## config.mk

```make
export PLATFORM = sky130hd
export DESIGN_NAME = mlp_wmem_arb
export DESIGN_NICKNAME = d
export VERILOG_FILES = /design/src/rtl/mlp_pkg.sv /design/src/rtl/mlp_tag_delay.sv /design/src/rtl/mlp_wmem_arb.sv
export SDC_FILE = /design/constraint.sdc
export NUM_CORES = 1
export LEC_CHECK = 0
export BUFFER_PORTS_ARGS = -buffer_cell sky130_fd_sc_hd__buf_2
export CORE_AREA = 10 10 59 61
export DETAILED_ROUTE_END_ITERATION = 8
export DIE_AREA = 0 0 69 71
export GPL_ROUTABILITY_DRIVEN = 0
export GPL_TIMING_DRIVEN = 0
export HOLD_SLACK_MARGIN = 0.05
export PLACE_DENSITY = 0.82
export SYNTH_ARGS = -nofsm -noshare
export SYNTH_HDL_FRONTEND = slang
export SYNTH_SLANG_ARGS = --single-unit
```

## constraint.sdc

```tcl
create_clock -name clk_i -period 2.6 [get_ports clk_i]
set_input_delay 0.52 -clock clk_i [delete_from_list [all_inputs] [get_ports clk_i]]
set_output_delay 0.52 -clock clk_i [all_outputs]
set_load 0.1 [all_outputs]
```

## src/rtl/mlp_pkg.sv

```systemverilog
// Shared types for the MLP weight-memory path: SRAM geometry, requester IDs
// and the read tag carried alongside each in-flight SRAM read.
package mlp_pkg;

   localparam int WAddrWidth = 11;
   localparam int WDataWidth = 8;

   typedef enum logic {
      ReqCompute = 1'b0,
      ReqHost    = 1'b1
   } mlp_req_id_t;

   typedef struct packed {
      logic        valid;
      mlp_req_id_t id;
   } mlp_rd_tag_t;

   localparam mlp_rd_tag_t TagIdle = '{valid: 1'b0, id: ReqCompute};

endpackage

```

## src/rtl/mlp_tag_delay.sv

```systemverilog
// Fixed-depth delay line for read tags. A tag entering on one cycle emerges
// Depth cycles later, lined up with the SRAM read data it describes.
module mlp_tag_delay
   import mlp_pkg::*;
#(
   parameter int Depth = 1
) (
   input  logic        clk_i,
   input  logic        clr_i,
   input  mlp_rd_tag_t tag_i,
   output mlp_rd_tag_t tag_o,
   output logic        busy_o
);

   mlp_rd_tag_t r_stage [Depth];
   logic        w_busy;

   // Shift the tags one stage per cycle; clear drops every in-flight read.
   always_ff @(posedge clk_i) begin
      if (clr_i) begin
         // NOTE: every stage is cleared, not just stage 0, so a read issued
         // before reset can never surface as a stale rvalid afterwards.
         for (int i = 0; i < Depth; i++) begin
            r_stage[i] <= TagIdle;
         end
      end else begin
         // NOTE: non-blocking assignments make every stage sample its
         // neighbour's old value, so the loop order cannot collapse the line.
         r_stage[0] <= tag_i;
         for (int i = 1; i < Depth; i++) begin
            r_stage[i] <= r_stage[i-1];
         end
      end
   end

   // A read is outstanding while any stage still holds a valid tag.
   always_comb begin
      w_busy = 1'b0;
      for (int i = 0; i < Depth; i++) begin
         w_busy = w_busy | r_stage[i].valid;
      end
   end

   assign tag_o  = r_stage[Depth-1];
   assign busy_o = w_busy;

endmodule

```

## src/rtl/mlp_wmem_arb.sv

```systemverilog
// Single-port weight SRAM arbiter. Compute has fixed priority; a host that has
// been refused MaxWait cycles in a row wins the next contention. Read data is
// steered back to its issuer by a tag that travels alongside the SRAM latency.
module mlp_wmem_arb
   import mlp_pkg::*;
#(
   parameter int AddrWidth   = WAddrWidth,
   parameter int DataWidth   = WDataWidth,
   parameter int ReadLatency = 1,
   parameter int MaxWait     = 8
) (
   input  logic                 clk_i,
   input  logic                 rst_i,
   input  logic                 c_valid_i,
   output logic                 c_ready_o,
   input  logic                 c_we_i,
   input  logic [AddrWidth-1:0] c_addr_i,
   input  logic [DataWidth-1:0] c_wdata_i,
   output logic                 c_rvalid_o,
   input  logic                 h_valid_i,
   output logic                 h_ready_o,
   input  logic                 h_we_i,
   input  logic [AddrWidth-1:0] h_addr_i,
   input  logic [DataWidth-1:0] h_wdata_i,
   output logic                 h_rvalid_o,
   output logic [DataWidth-1:0] rdata_o,
   output logic                 mem_en_o,
   output logic                 mem_we_o,
   output logic [AddrWidth-1:0] mem_addr_o,
   output logic [DataWidth-1:0] mem_wdata_o,
   input  logic [DataWidth-1:0] mem_rdata_i,
   output logic                 rd_busy_o
);

   logic [7:0]  r_wait_cnt;
   logic        w_host_pri;
   logic        w_c_grant;
   logic        w_h_grant;
   mlp_rd_tag_t w_tag_in;
   mlp_rd_tag_t w_tag_out;
   logic        w_busy;

   // Grant decision: compute wins ties unless the host has waited MaxWait cycles.
   always_comb begin
      w_host_pri = (r_wait_cnt == 8'(MaxWait));
      w_c_grant  = !rst_i && c_valid_i && !(h_valid_i && w_host_pri);
      w_h_grant  = !rst_i && h_valid_i && (!c_valid_i || w_host_pri);
   end

   assign c_ready_o = w_c_grant;
   assign h_ready_o = w_h_grant;

   // Steer the granted requester onto the SRAM port; idle port drives zeros.
   always_comb begin
      // NOTE: every output gets a value before the if/else so no path leaves
      // one unassigned, which would otherwise infer a latch.
      mem_en_o    = w_c_grant | w_h_grant;
      mem_we_o    = 1'b0;
      mem_addr_o  = '0;
      mem_wdata_o = '0;
      if (w_c_grant) begin
         mem_we_o    = c_we_i;
         mem_addr_o  = c_addr_i;
         mem_wdata_o = c_wdata_i;
      end else if (w_h_grant) begin
         mem_we_o    = h_we_i;
         mem_addr_o  = h_addr_i;
         mem_wdata_o = h_wdata_i;
      end
   end

   // Count consecutive refused host cycles, saturating at MaxWait.
   always_ff @(posedge clk_i) begin
      if (rst_i) begin
         r_wait_cnt <= '0;
      end else if (!h_valid_i || w_h_grant) begin
         r_wait_cnt <= '0;
      end else if (r_wait_cnt != 8'(MaxWait)) begin
         r_wait_cnt <= r_wait_cnt + 8'd1;
      end
   end

   // Only granted reads carry a valid tag; writes enter as bubbles.
   always_comb begin
      w_tag_in.valid = (w_c_grant && !c_we_i) || (w_h_grant && !h_we_i);
      w_tag_in.id    = w_h_grant ? ReqHost : ReqCompute;
   end

   mlp_tag_delay #(
      .Depth (ReadLatency)
   ) u_tag_delay (
      .clk_i  (clk_i),
      .clr_i  (rst_i),
      .tag_i  (w_tag_in),
      .tag_o  (w_tag_out),
      .busy_o (w_busy)
   );

   assign c_rvalid_o = !rst_i && w_tag_out.valid && (w_tag_out.id == ReqCompute);
   assign h_rvalid_o = !rst_i && w_tag_out.valid && (w_tag_out.id == ReqHost);
   assign rd_busy_o  = !rst_i && w_busy;
   assign rdata_o    = mem_rdata_i;

endmodule
```

# [Yosys cells after proc, flatten, opt, wreduce, memory -nomap -nowiden]
# Memories as Yosys holds them, arrays and structs flattened.
# Cells that the tools add are included.
[totals] reg_bits=8 mem_bits_rw=2 output_inout_bits=34 n_memories=1
[memory_table] memory="u_tag_delay.r_stage" depth=1 width=2 rd=1 rd_clocked_by_memory_dff=0 write_ports=1 line_no="mlp_tag_delay.sv:15" source="mlp_rd_tag_t r_stage [Depth];"
[op_classes] add_sub_neg=1 n_eq_ne=2 n_mux=12 bitwise_logic=2 n_reduce_logical=21
[op_table] cell="two-way mux 11 bit" n=2
[op_table] cell="two-way mux 8 bit" n=2
[op_table] cell="logical AND 1 bit" n=10
[op_table] cell="adder 8 x 1 -> 8 bit (second input constant)" n=1
[op_table] cell="== test 8 x 4 -> 1 bit (second input constant)" n=1
[op_table] cell="inequality test 8 x 4 -> 1 bit (second input constant)" n=1
[op_table] cell="two-way mux 1 bit" n=7
[op_table] cell="logical NOT 1 bit" n=6
[op_table] cell="OR reduction 2 bit" n=2
[op_table] cell="logical OR 1 bit" n=3
[op_table] cell="two-way mux 2 bit" n=1
[op_table] cell="NOT 1 bit" n=1
[op_table] cell="OR 1 bit" n=1

# [Logic depth before layout (Yosys ltp)]
# Gate-level depths: netlist of run 1.
[depth] depth_word=7 ltp_mapped=6 ltp_nobuf=5

# [Modules after synthesis]
# A second synthesis of run 1 with hierarchy kept.
[unflattened] cells_unflattened=93 area_unflattened_um2=802.0
[modules_own_cells] module="mlp_wmem_arb" n_inst=1 cells_each=88 area_per_inst_um2=742.0 seq_area_each_um2=160.2
[modules_own_cells] module="mlp_tag_delay" n_inst=1 cells_each=5 area_per_inst_um2=60.1 seq_area_each_um2=40.0

# [Worst setup path before layout of run 1]
# Ideal clock, no wire load.
[synth_path] path_kind="input to output" startpoint="input port rst_i" endpoint="output port c_rvalid_o" arrival_ps=3376 required_time_ps=2080 path_slack_ps=-1296 stages=2 cell_sequence="nor2b_1 nor2b_1"
[synth_via] elab_chain_len=3
[synth_rtl] item="from (decl)" line_no="mlp_wmem_arb.sv:13" source="input logic rst_i,"
[synth_rtl] item="logical NOT 1 bit" line_no="mlp_wmem_arb.sv:99" source="assign c_rvalid_o = !rst_i && w_tag_out.valid && (w_tag_out.id == ReqCompute);"
[synth_rtl] item="logical AND 1 bit"
[synth_rtl] item="logical AND 1 bit" line_no="mlp_wmem_arb.sv:99"
[synth_rtl] item="to (decl)" line_no="mlp_wmem_arb.sv:19" source="output logic c_rvalid_o,"
# No other way between the ends.

# [Final worst setup path of run 1]
[layout_path] startpoint="register r_wait_cnt[5]" endpoint="output port mem_wdata_o[6]"
[layout_via] elab_chain_len=5 elab_cells_between_ends=8
[layout_rtl] item="from (decl)" line_no="mlp_wmem_arb.sv:35" source="logic [7:0] r_wait_cnt;"
[layout_rtl] item="from (signal assigned)" line_no="mlp_wmem_arb.sv:79" source="r_wait_cnt <= r_wait_cnt + 8'd1;"
[layout_rtl] item="== test 8 x 4 -> 1 bit *" line_no="mlp_wmem_arb.sv:45" source="w_host_pri = (r_wait_cnt == 8'(MaxWait));"
[layout_rtl] item="logical OR 1 bit or logical AND 1 bit (tied branches)" line_no="mlp_wmem_arb.sv:47, mlp_wmem_arb.sv:46"
[layout_rtl] item="logical AND 1 bit or logical NOT 1 bit (tied branches)" line_no="mlp_wmem_arb.sv:47, mlp_wmem_arb.sv:46"
[layout_rtl] item="two-way mux 8 bit or logical AND 1 bit (tied branches)" line_no="mlp_wmem_arb.sv:65, mlp_wmem_arb.sv:46"
[layout_rtl] item="two-way mux 8 bit *" line_no="mlp_wmem_arb.sv:61" source="if (w_c_grant) begin"
[layout_rtl] item="to (decl)" line_no="mlp_wmem_arb.sv:30" source="output logic [DataWidth-1:0] mem_wdata_o,"
# Mark *: on every way between the ends. The rest lies on a longest branch, timed or not.

==> results.txt, run 1 <==
leakage power -> 0.822 nW
VDD IR-drop max -> 0.328 mV
worst-case clock buffer depth -> 2
Final period util -> 102%
Min-Delay Endpoint -> r_wait_cnt[7]
failing checks -> setup timing
Die Ht -> 71 um
pwr dens -> 446 nW/um2
core area -> 2390 um2
DR vias/cell -> 5.60
Post-Syn Nets -> 145
FF-to-FF path depth -> 4
CTS tree -> built
1st-iter DRT viols -> 103
CTS H-tree depth -> 1
IO buf count -> 77
Nets -> 231
crit-path max FO -> 10
Crit path required time -> 2.08 ns
final antenna diode count -> 0
total CTS buffers -> 3
Achievable Freq -> 377 MHz
total global-route track usage -> 14.8%
half-perimeter wire length after placement -> 2850 um
R2R Path End -> u_tag_delay.r_stage[0][1]
crit path launch type -> flop
share of cells above drive strength 1 -> 74.4%
antenna violations before repair -> 0
outcome -> finished with violations
beginning of the worst hold path -> r_wait_cnt[7]
I/O pin total -> 86
Max-Cap Viols -> 0
DR WL/cell -> 21.3 um
antenna viol nets, final -> 0
WS Path Type -> flop to output port
Final Worst Setup Slack -> -0.0521 ns
drt first pass iters -> 4
# clock sinks -> 10
Routed WL -> 4390 um
Yosys top cell area share -> 27.1%
total global routing overflow -> 0
skew final -> 0.00394 ns
worst skew pair latency -> 0.26 ns
Setup TNS -> -0.467 ns
Reg clk slew, reported paths -> 0.06 ns
Final Hold Fails -> 0
die area -> 4900 um2
Mapped Area -> 776 um2
pin count of the biggest net entering global routing -> 11
global-route wire length before repair -> 6050 um
Starting Density -> 32.5%
Reg-to-Reg Start -> r_wait_cnt[5]
largest cells by area after synthesis -> a32o_1 (27%), dfxtp_1 (26%), buf_4 (8.7%), nor2_1 (3.4%), ha_1 (3.2%)
hold buffer count at cts -> 0
DRC Markers -> 0
Tot Pwr -> 0.706 mW
Layout area overhead -> 104%
Critical Path AT -> 2.13 ns
clk root buf -> clkbuf_4
final setup fails -> 18
Hold Path Cell Cnt -> 2
Avg Inst Size Synth -> 8.52 um2
Slew @ Worst Pin -> 0.597 ns
area leader, netlist -> a32o_1
fill count -> 176
Tmin final -> 2.65 ns
Crit. Startpoint -> r_wait_cnt[5]
R2R Setup Slk -> 0.85 ns
Hold Crit Class -> flop to flop
Unique masters post-synth -> 24
Worst Setup End Kind -> output port
Slew Viols, Final -> 0
yosys warns -> 0
Yosys reg bits -> 10
headroom to the max-slew limit -> 60.0%
cells after synthesis -> 91
num rows -> 18
Die Wd -> 69 um
vias in the first global route -> 1136
Seq/Total Area, Yosys -> 25.8%
vias -> 1154
RSZ-0062 raised after global routing -> yes
what timing repair did:
item / in CTS / in global routing
setup buffers: 2 / 1
setup endpoints to repair: 22 / 21
pin swaps: 2 / 1
resized for setup: 68 / 19
gates cloned: 1 / 0
metal layers:
layer / global-route usage (%) / share of wire (%)
met1: 15.9 / 37
met3: 5.72 / 12
met4: 3.80 / 1.2
met5: 0 / 0
met2: 26.4 / 49
worst max-delay path, cell delays in order, from the launching register on:
cell     delay (ns)
dfxtp_2        0.34
or4b_4         0.53
o31a_1         0.38
buf_6          0.17
a32o_2         0.26
buf_12         0.17
layout make-up:
class	count	area [um2]	area share, %
Multi-Input combinational cell	60	508	32.1
Timing Repair Buffer	81	664	41.9
Inverter	6	22.5	1.42
Buffer	15	106	6.71
Tap cell	30	37.5	2.37
Clock buffer	4	36.3	2.29
Sequential cell	10	209	13.2
registers in the layout, indices dropped and copies added (netlist names):
| name | cells |
|---|---|
| r_wait_cnt | 8 |
| u_tag_delay.r_stage | 2 |
cell families after synthesis:
logic type | after synthesis | share of synthesized area [%]
compound gates | 30 | 33.7
xor+xnor | 3 | 3.39
fa+ha+maj | 2 | 3.23
buf+inv | 21 | 15.8
flops | 10 | 25.8
simple gates | 25 | 18.1
worst max-delay path by stage:
stage	endpoint	cells after the start
finish	mem_wdata_o[6]	5
global route	mem_wdata_o[6]	5
CTS	mem_addr_o[4]	7
detailed placement	mem_addr_o[6]	7
global placement	mem_addr_o[5]	7
floorplan	mem_addr_o[10]	5
synthesized netlist by cell type (all sizes together):
master / number
inv: 6
o31a: 1
ha: 2
a21oi: 3
nand2: 2
nor2b: 4
xor2: 2
nand3: 3
o211ai: 1
nor2: 7
and2: 3
or3b: 1
or3: 3
clkbuf: 3
or4b: 1
a32o: 21
o21ai: 4
nand4: 1
dfxtp: 10
buf: 12
xnor2: 1
placed cells by master, fill, tap and decap left out, types with 2 or more instances in the layout:
cell type and count:
or3_1 3, clkbuf_1 3, a32o_1 2, a32o_2 19
inv_1 4, a21oi_1 3, dfxtp_1 5, buf_4 13
clkbuf_4 3, buf_6 5, nor2b_1 2, inv_2 2
xor2_1 2, nor2_1 7, o21ai_0 3, and2_2 2
buf_8 8, buf_2 57, nand2_1 2, dfxtp_2 4
buf_12 10, nand3_1 3
through the flow:
stage	setup WS, ns	util, %	hold WS [ns]	area [um2]	cells
floorplan	0.00490	-	0.453	812	91
global placement	-0.0741	51.7	0.470	1230	198
detailed placement	-0.130	51.7	0.487	1230	198
CTS	-0.0610	63.4	0.505	1510	205
global route	-0.0996	66.4	0.530	1580	206
finish	-0.0521	66.4	0.501	1580	206
report_power, final:
group / switching [mW] / internal (mW)
clock: 0.0501 / 0.0849
combinational: 0.286 / 0.129
sequential: 0.00144 / 0.155
No activity file was read; power rests on OpenSTA's default activity.
==> run 2, diff against run 1 <==
--- a/config.mk
+++ b/config.mk
@@ -6,13 +6,14 @@
 export NUM_CORES = 1
 export LEC_CHECK = 0
 export BUFFER_PORTS_ARGS = -buffer_cell sky130_fd_sc_hd__buf_2
-export CORE_AREA = 10 10 59 61
+export CORE_AREA = 10 10 62 64
 export DETAILED_ROUTE_END_ITERATION = 8
-export DIE_AREA = 0 0 69 71
+export DIE_AREA = 0 0 72 74
 export GPL_ROUTABILITY_DRIVEN = 0
 export GPL_TIMING_DRIVEN = 0
 export HOLD_SLACK_MARGIN = 0.05
-export PLACE_DENSITY = 0.82
+export PLACE_DENSITY = 0.78
 export SYNTH_ARGS = -nofsm -noshare
 export SYNTH_HDL_FRONTEND = slang
+export SYNTH_HIERARCHICAL = 1
 export SYNTH_SLANG_ARGS = --single-unit
==> constraint.sdc (replaced) <==
create_clock -name clk_i -period 2.3 [get_ports clk_i]
set_input_delay 0.46 -clock clk_i [delete_from_list [all_inputs] [get_ports clk_i]]
set_output_delay 0.46 -clock clk_i [all_outputs]
set_load 0.1 [all_outputs]
==> run 2 against run 1 <==
The run still ends with setup timing left. Non-clock buffer count increased by 3. Die area rose by 8.8%. Core utilization shrank 1.9 points. Clock skew grew 0.0013 ns. Critical path depth is the same. Clock-buffer cell count did not move. Flip-flop and latch count unchanged. Cell count up 2.9%. Sequential power up 13%. Routed wire length down 5.0%. Critical endpoint is now mem_addr_o[3]. Highest routed layer unchanged.
==> results.txt, run 2 <==
Setup TNS -> -5.37 ns (-4.90 ns)
R2R Path End -> u_tag_delay/r_stage[0][1]
# clock sinks -> 10 (unchanged)
Reg clk slew, reported paths -> 0.07 ns (about the same)
post-route cell area -> 1720 um2 (+8.4%)
Yosys reg bits -> 10 (unchanged)
Nets -> 236 (+2.2%)
drt first pass iters -> 4 (unchanged)
Final Hold Fails -> 0 (unchanged)
1st-iter DRT viols -> 91 (-12%)
Tmin final -> 2.59 ns
worst-path cell chain -> or4_4 > o311a_4 > buf_6 > a32o_2 > buf_12
Critical Path AT -> 2.13 ns (about the same)
DR vias/cell -> 5.33 (-4.9%)
worst-case clock buffer depth -> 2 (unchanged)
Min-Delay Endpoint -> u_tag_delay/r_stage[0][1]
CTS H-tree depth -> 1 (unchanged)
VDD IR-drop max -> 0.377 mV (+15%)
Hold Crit Class -> input port to flop
DRC Markers -> 0 (unchanged)
final antenna diode count -> 0 (unchanged)
most frequent cell after synthesis -> a32o_1
headroom to the max-slew limit -> 58.3% (-1.7 points)
most common cell after layout, fill and taps aside -> buf_2
skew final -> 0.00528 ns (+0.00134 ns)
crit-path max FO -> 6 (-4)
Hold Path Cell Cnt -> 2 (unchanged)
share of cells above drive strength 1 -> 71.3% (-3.2 points)
num rows -> 19 (+1)
total CTS buffers -> 3 (unchanged)
beginning of the worst hold path -> rst_i
Final period util -> 113%
die area -> 5330 um2 (+8.8%)
top_reg_cell synth -> dfxtp_1
critical path's slowest cell -> or4_4
most frequent cells after synthesis -> a32o_1 (21), dfxtp_1 (10), buf_4 (9)
FF-to-FF path depth -> 5 (+1)
pwr dens -> 485 nW/um2 (+8.7%)
Post-DP Area -> 1270 um2 (+2.6%)
CTS tree -> built
DR WL/cell -> 19.6 um (-7.7%)
total global routing overflow -> 0 (unchanged)
yosys warns -> 6 (+6)
Post-synth ARST share -> 0% (unchanged)
Reg-to-Reg Start -> r_wait_cnt[5]
Routed WL -> 4170 um (-5.0%)
Die Wd -> 72 um (+4.3%)
Crit path largest cell delay -> 0.55 ns (+0.02 ns)
cells after synthesis -> 93 (+2.2%)
fill count -> 205 (+16%)
antenna viol nets, final -> 0 (unchanged)
pre-CTS WS -> -0.287 ns (-0.157 ns)
IO buf count -> 77 (unchanged)
core area -> 2660 um2 (+12%)
final setup fails -> 22 (+4)
clk root buf -> clkbuf_4
Biggest register -> r_wait_cnt
Slew Viols, Final -> 0 (unchanged)
number of flip-flops under the largest register name -> 8 (unchanged)
WS Path Type -> flop to output port
Crit path required time -> 1.84 ns (-0.24 ns)
Worst Setup End Kind -> output port
vias -> 1129 (-2.2%)
Achievable Freq -> 386 MHz
worst skew pair latency -> 0.27 ns (about the same)
Layout area overhead -> 114%
pin count of the biggest net entering global routing -> 11 (unchanged)
Final Worst Setup Slack -> -0.288 ns (-0.235 ns)
biggest registers after layout -> r_wait_cnt x8, u_tag_delay/r_stage x2
largest cells by area after synthesis -> a32o_1 (26%), dfxtp_1 (25%), buf_4 (8.4%), inv_1 (3.7%), nor2_1 (3.3%)
R2R Setup Slk -> 0.41 ns (-0.44 ns)
Max-Cap Viols -> 0 (unchanged)
vias in the first global route -> 1238 (+9.0%)
outcome -> finished with violations
Slew @ Worst Pin -> 0.622 ns (+0.0249 ns)
half-perimeter wire length after placement -> 2950 um (+3.5%)
number of synthesized flops with an enable pin -> 0 (unchanged)
Post-Syn Nets -> 147 (+1.4%)
global-route wire length before repair -> 6240 um (+3.1%)
most frequent cells in the layout -> buf_2 (55), buf_12 (20), a32o_2 (19), buf_4 (13)
RSZ-0062 raised after global routing -> yes
Yosys top cell area share -> 26.2% (-0.89 points)
crit path launch type -> flop
total global-route track usage -> 14.8% (about the same)
Crit. Startpoint -> r_wait_cnt[5]
Starting Density -> 30.1% (-2.4 points)
Seq/Total Area, Yosys -> 25.0% (-0.85 points)
I/O pin total -> 86 (unchanged)
Mapped Area -> 802 um2 (+3.4%)
failing checks -> setup timing
area leader, netlist -> a32o_1
Avg Inst Size Synth -> 8.62 um2 (+1.2%)
leakage power -> 0.878 nW (+6.8%)
Unique masters post-synth -> 26 (+8.3%)
Die Ht -> 74 um (+4.2%)
antenna violations before repair -> 0 (unchanged)
==> run 2: timing repair <==
action                                  CTS  global route
setup buffers                             1             3
resized for setup                        90            13
cloned                                    2             1
endpoints found under the setup margin   22            22
pin swaps                                19             1
hold buffers                              0             0
hold endpoints to repair                  0             0
==> run 2: worst max-delay path: cells and delay by family (launching register included) <==
kind / cells / cell delay, ns
AOI/OAI and AO/OA: 2 / 0.63
and+or+nand+nor: 1 / 0.55
buffers and inverters: 2 / 0.32
DFF: 1 / 0.34
==> run 2: routing by layer <==
metal	up-vias	global-route usage (%)	part of all wire [%]
li1	528	-	-
met1	506	13.9	32
met2	84	24.4	48
met3	11	11.3	16
met4	0	5.16	2.7
met5	-	0	0
==> run 2: area by class of cell <==
cell class	instances	area [um2]	area share, %
buffer	15	118	6.85
timing repair buffer	84	773	45.0
inverter	8	30.0	1.75
tap	31	38.8	2.26
multi-input combinational	60	518	30.2
sequential	10	203	11.8
clock buffer	4	36.3	2.11
==> run 2: worst max path at each step <==
stage,slack [ns],end
floorplan,-0.06,mem_addr_o[0]
global placement,-0.28,mem_addr_o[4]
detailed placement,-0.29,mem_addr_o[7]
CTS,-0.26,mem_addr_o[7]
global route,-0.32,mem_addr_o[3]
finish,-0.29,mem_addr_o[3]
==> run 2: cells by family after synthesis <==
family / Yosys count / share of synthesized area (%)
xor+xnor: 3 / 3.28
simple gates: 25 / 17.3
compound gates: 30 / 34.2
flops: 10 / 25.0
fa+ha+maj: 2 / 3.12
buf+inv: 23 / 17.2
==> run 2: report_power, final <==
group          switching, mW  internal [mW]
combinational          0.323          0.170
sequential           0.00187          0.175
clock                 0.0664         0.0963
==> run 2: through the flow <==
| stage | utilization, % | std cells | hold WS (ns) | power (mW) |
|---|---|---|---|---|
| floorplan | - | 93 | 0.453 | 0.489 |
| global placement | 47.6 | 201 | 0.469 | 0.568 |
| detailed placement | 47.6 | 201 | 0.482 | 0.569 |
| CTS | 61.8 | 208 | 0.433 | 0.814 |
| global route | 64.5 | 212 | 0.448 | 0.859 |
| finish | 64.5 | 212 | 0.437 | 0.832 |
==> run 3, diff against run 2 <==
--- a/config.mk
+++ b/config.mk
@@ -6,9 +6,9 @@
 export NUM_CORES = 1
 export LEC_CHECK = 0
 export BUFFER_PORTS_ARGS = -buffer_cell sky130_fd_sc_hd__buf_2
-export CORE_AREA = 10 10 62 64
+export CORE_AREA = 2 2 54 56
 export DETAILED_ROUTE_END_ITERATION = 8
-export DIE_AREA = 0 0 72 74
+export DIE_AREA = 0 0 56 58
 export GPL_ROUTABILITY_DRIVEN = 0
 export GPL_TIMING_DRIVEN = 0
 export HOLD_SLACK_MARGIN = 0.05
==> run 3 against run 2 <==
Combinational power decreased by 3%. Critical path depth unchanged. Clock-buffer cell count unchanged. Hold slack improved by 0.0025 ns. Largest cell class unchanged. Register-to-register slack improved by 0.03 ns. First-iteration DRC count decreased by 51%. The run still ends with setup timing left. Sequential share of layout area increased by 0.49 points. Clock skew increased by 0.0023 ns. Maximum frequency increased by 0.90%.
==> results.txt, run 3 (synthesis results as in run 2) <==
Placed Cells -> 201 (unchanged)
Tmin final -> 2.56 ns (-0.0230 ns)
final antenna diode count -> 0 (unchanged)
VDD IR-drop max -> 0.456 mV (+21%)
Slew @ Worst Pin -> 0.631 ns (+0.00892 ns)
Final period util -> 112% (-1.0 points)
IO buf count -> 77 (unchanged)
Starting Density -> 30.1% (unchanged)
crit-path max FO -> 6 (unchanged)
die area -> 3250 um2 (-39%)
Max-Cap Viols -> 0 (unchanged)
Slew Viols, Final -> 0 (unchanged)
share of cells above drive strength 1 -> 70.6% (-0.65 points)
RSZ-0062 raised after global routing -> yes
biggest registers after layout -> r_wait_cnt x8, u_tag_delay/r_stage x2
Final Worst Setup Slack -> -0.265 ns (+0.0230 ns)
DR WL/cell -> 16.4 um (-17%)
CTS H-tree depth -> 1 (unchanged)
Routed WL -> 3410 um (-18%)
vias -> 1095 (-3.0%)
Die Ht -> 58 um (-22%)
fill count -> 236 (+15%)
leakage power -> 0.848 nW (-3.4%)
Crit path required time -> 1.84 ns (about the same)
core area -> 2660 um2 (unchanged)
outcome -> finished with violations
pin count of the biggest net entering global routing -> 11 (unchanged)
hold buffer count at cts -> 0 (unchanged)
utilization after layout -> 62.3% (-2.2 points)
antenna viol nets, final -> 0 (unchanged)
worst-case clock buffer depth -> 2 (unchanged)
antenna violations before repair -> 0 (unchanged)
Worst Setup End Kind -> output port
Multi-input gate area -> 509 um2 (-1.7%)
headroom to the max-slew limit -> 57.7% (-0.60 points)
CTS tree -> built
Biggest register -> r_wait_cnt
Layout area overhead -> 107%
FF/Latch Area -> 204 um2 (+0.62%)
Nets -> 232 (-1.7%)
pwr dens -> 494 nW/um2 (+2.0%)
total global-route track usage -> 20.4% (+5.6 points)
most common cell after layout, fill and taps aside -> buf_2
total global routing overflow -> 0 (unchanged)
Hold Crit Class -> input port to flop
# clock sinks -> 10 (unchanged)
clk root buf -> clkbuf_4
Min Hold Slack -> 0.440 ns (+0.00247 ns)
half-perimeter wire length after placement -> 2160 um (-27%)
final setup fails -> 22 (unchanged)
Critical Path AT -> 2.10 ns (-0.03 ns)
skew final -> 0.00762 ns (+0.00233 ns)
Achievable Freq -> 390 MHz (+0.90%)
1st-iter DRT viols -> 45 (-51%)
number of flip-flops under the largest register name -> 8 (unchanged)
Finished Layout Cells -> 208 (-1.9%)
global-route wire length before repair -> 5090 um (-18%)
Die Wd -> 56 um (-22%)
failing checks -> setup timing
num rows -> 19 (unchanged)
most frequent cells in the layout -> buf_2 (55), buf_12 (20), a32o_2 (19), buf_4 (12), inv_1 (8)
I/O pin total -> 86 (unchanged)
DRC Markers -> 0 (unchanged)
DR vias/cell -> 5.26 (-1.1%)
Reg clk slew, reported paths -> 0.08 ns (about the same)
vias in the first global route -> 1124 (-9.2%)
crit path launch type -> flop
Final Hold Fails -> 0 (unchanged)
WS Path Type -> flop to output port
drt first pass iters -> 4 (unchanged)
total CTS buffers -> 3 (unchanged)
pre-CTS WS -> -0.296 ns (-0.00895 ns)
worst skew pair latency -> 0.27 ns (about the same)
[run 3: worst max-delay path, stage by stage (launching register included)]
cell and delay, ns:
dfxtp_2 0.33, or4_4 0.55, o311a_4 0.38, buf_6 0.15
a32o_2 0.25, buf_12 0.17
[run 3: routing by layer]
metal	track usage, %	vias up	wire (um)
li1	-	518	-
met1	19.6	490	1100
met2	38.7	75	1850
met3	8.71	12	356
met4	7.48	0	102
met5	0	-	0
[run 3: where the power goes]
part           leakage [nW]  internal [mW]  switching, mW  total [mW]
Combinational         0.744          0.162          0.316       0.478
Clock                0.0210         0.0962         0.0692       0.165
Sequential           0.0824          0.175        0.00189       0.177
[run 3: cell type report]
type                    instances  area share [%]
plain buffers                  15            6.79
clock buffers                   4            2.19
inverters                       8            1.81
multi-input cells              60            30.7
flip-flops and latches         10            12.3
well taps                      31            2.34
repair buffers                 80            43.9
[run 3: through the flow]
| stage | TNS [ns] | cell area (um2) | total power [mW] |
|---|---|---|---|
| 6_report | -5.09 | 1660 | 0.820 |
| 5_1_grt | -6.39 | 1660 | 0.848 |
| 4_1_cts | -5.03 | 1640 | 0.814 |
| 3_5_place_dp | -5.11 | 1270 | 0.565 |
| 3_3_place_gp | -4.61 | 1270 | 0.563 |
| 2_1_floorplan | -0.733 | 843 | 0.489 |
[run 3: repair_timing]
| action | 4_1_cts | 5_1_grt |
|---|---|---|
| pin swaps | 20 | 1 |
| cloned | 2 | 0 |
| resized for setup | 89 | 6 |
| setup endpoints to repair | 22 | 22 |
| setup buffers | 1 | 0 |
[run 3: final timing paths]
path / depth (start not counted) / slack [ns] / end / start
worst min-delay path: 2 / 0.44 / u_tag_delay/r_stage[0][0] / rst_i
worst max-delay path: 5 / -0.26 / mem_wdata_o[1] / r_wait_cnt[6]
worst min register to register: 2 / 0.50 / r_wait_cnt[7] / r_wait_cnt[7]
worst max register to register: 5 / 0.44 / u_tag_delay/r_stage[0][1] / r_wait_cnt[6]
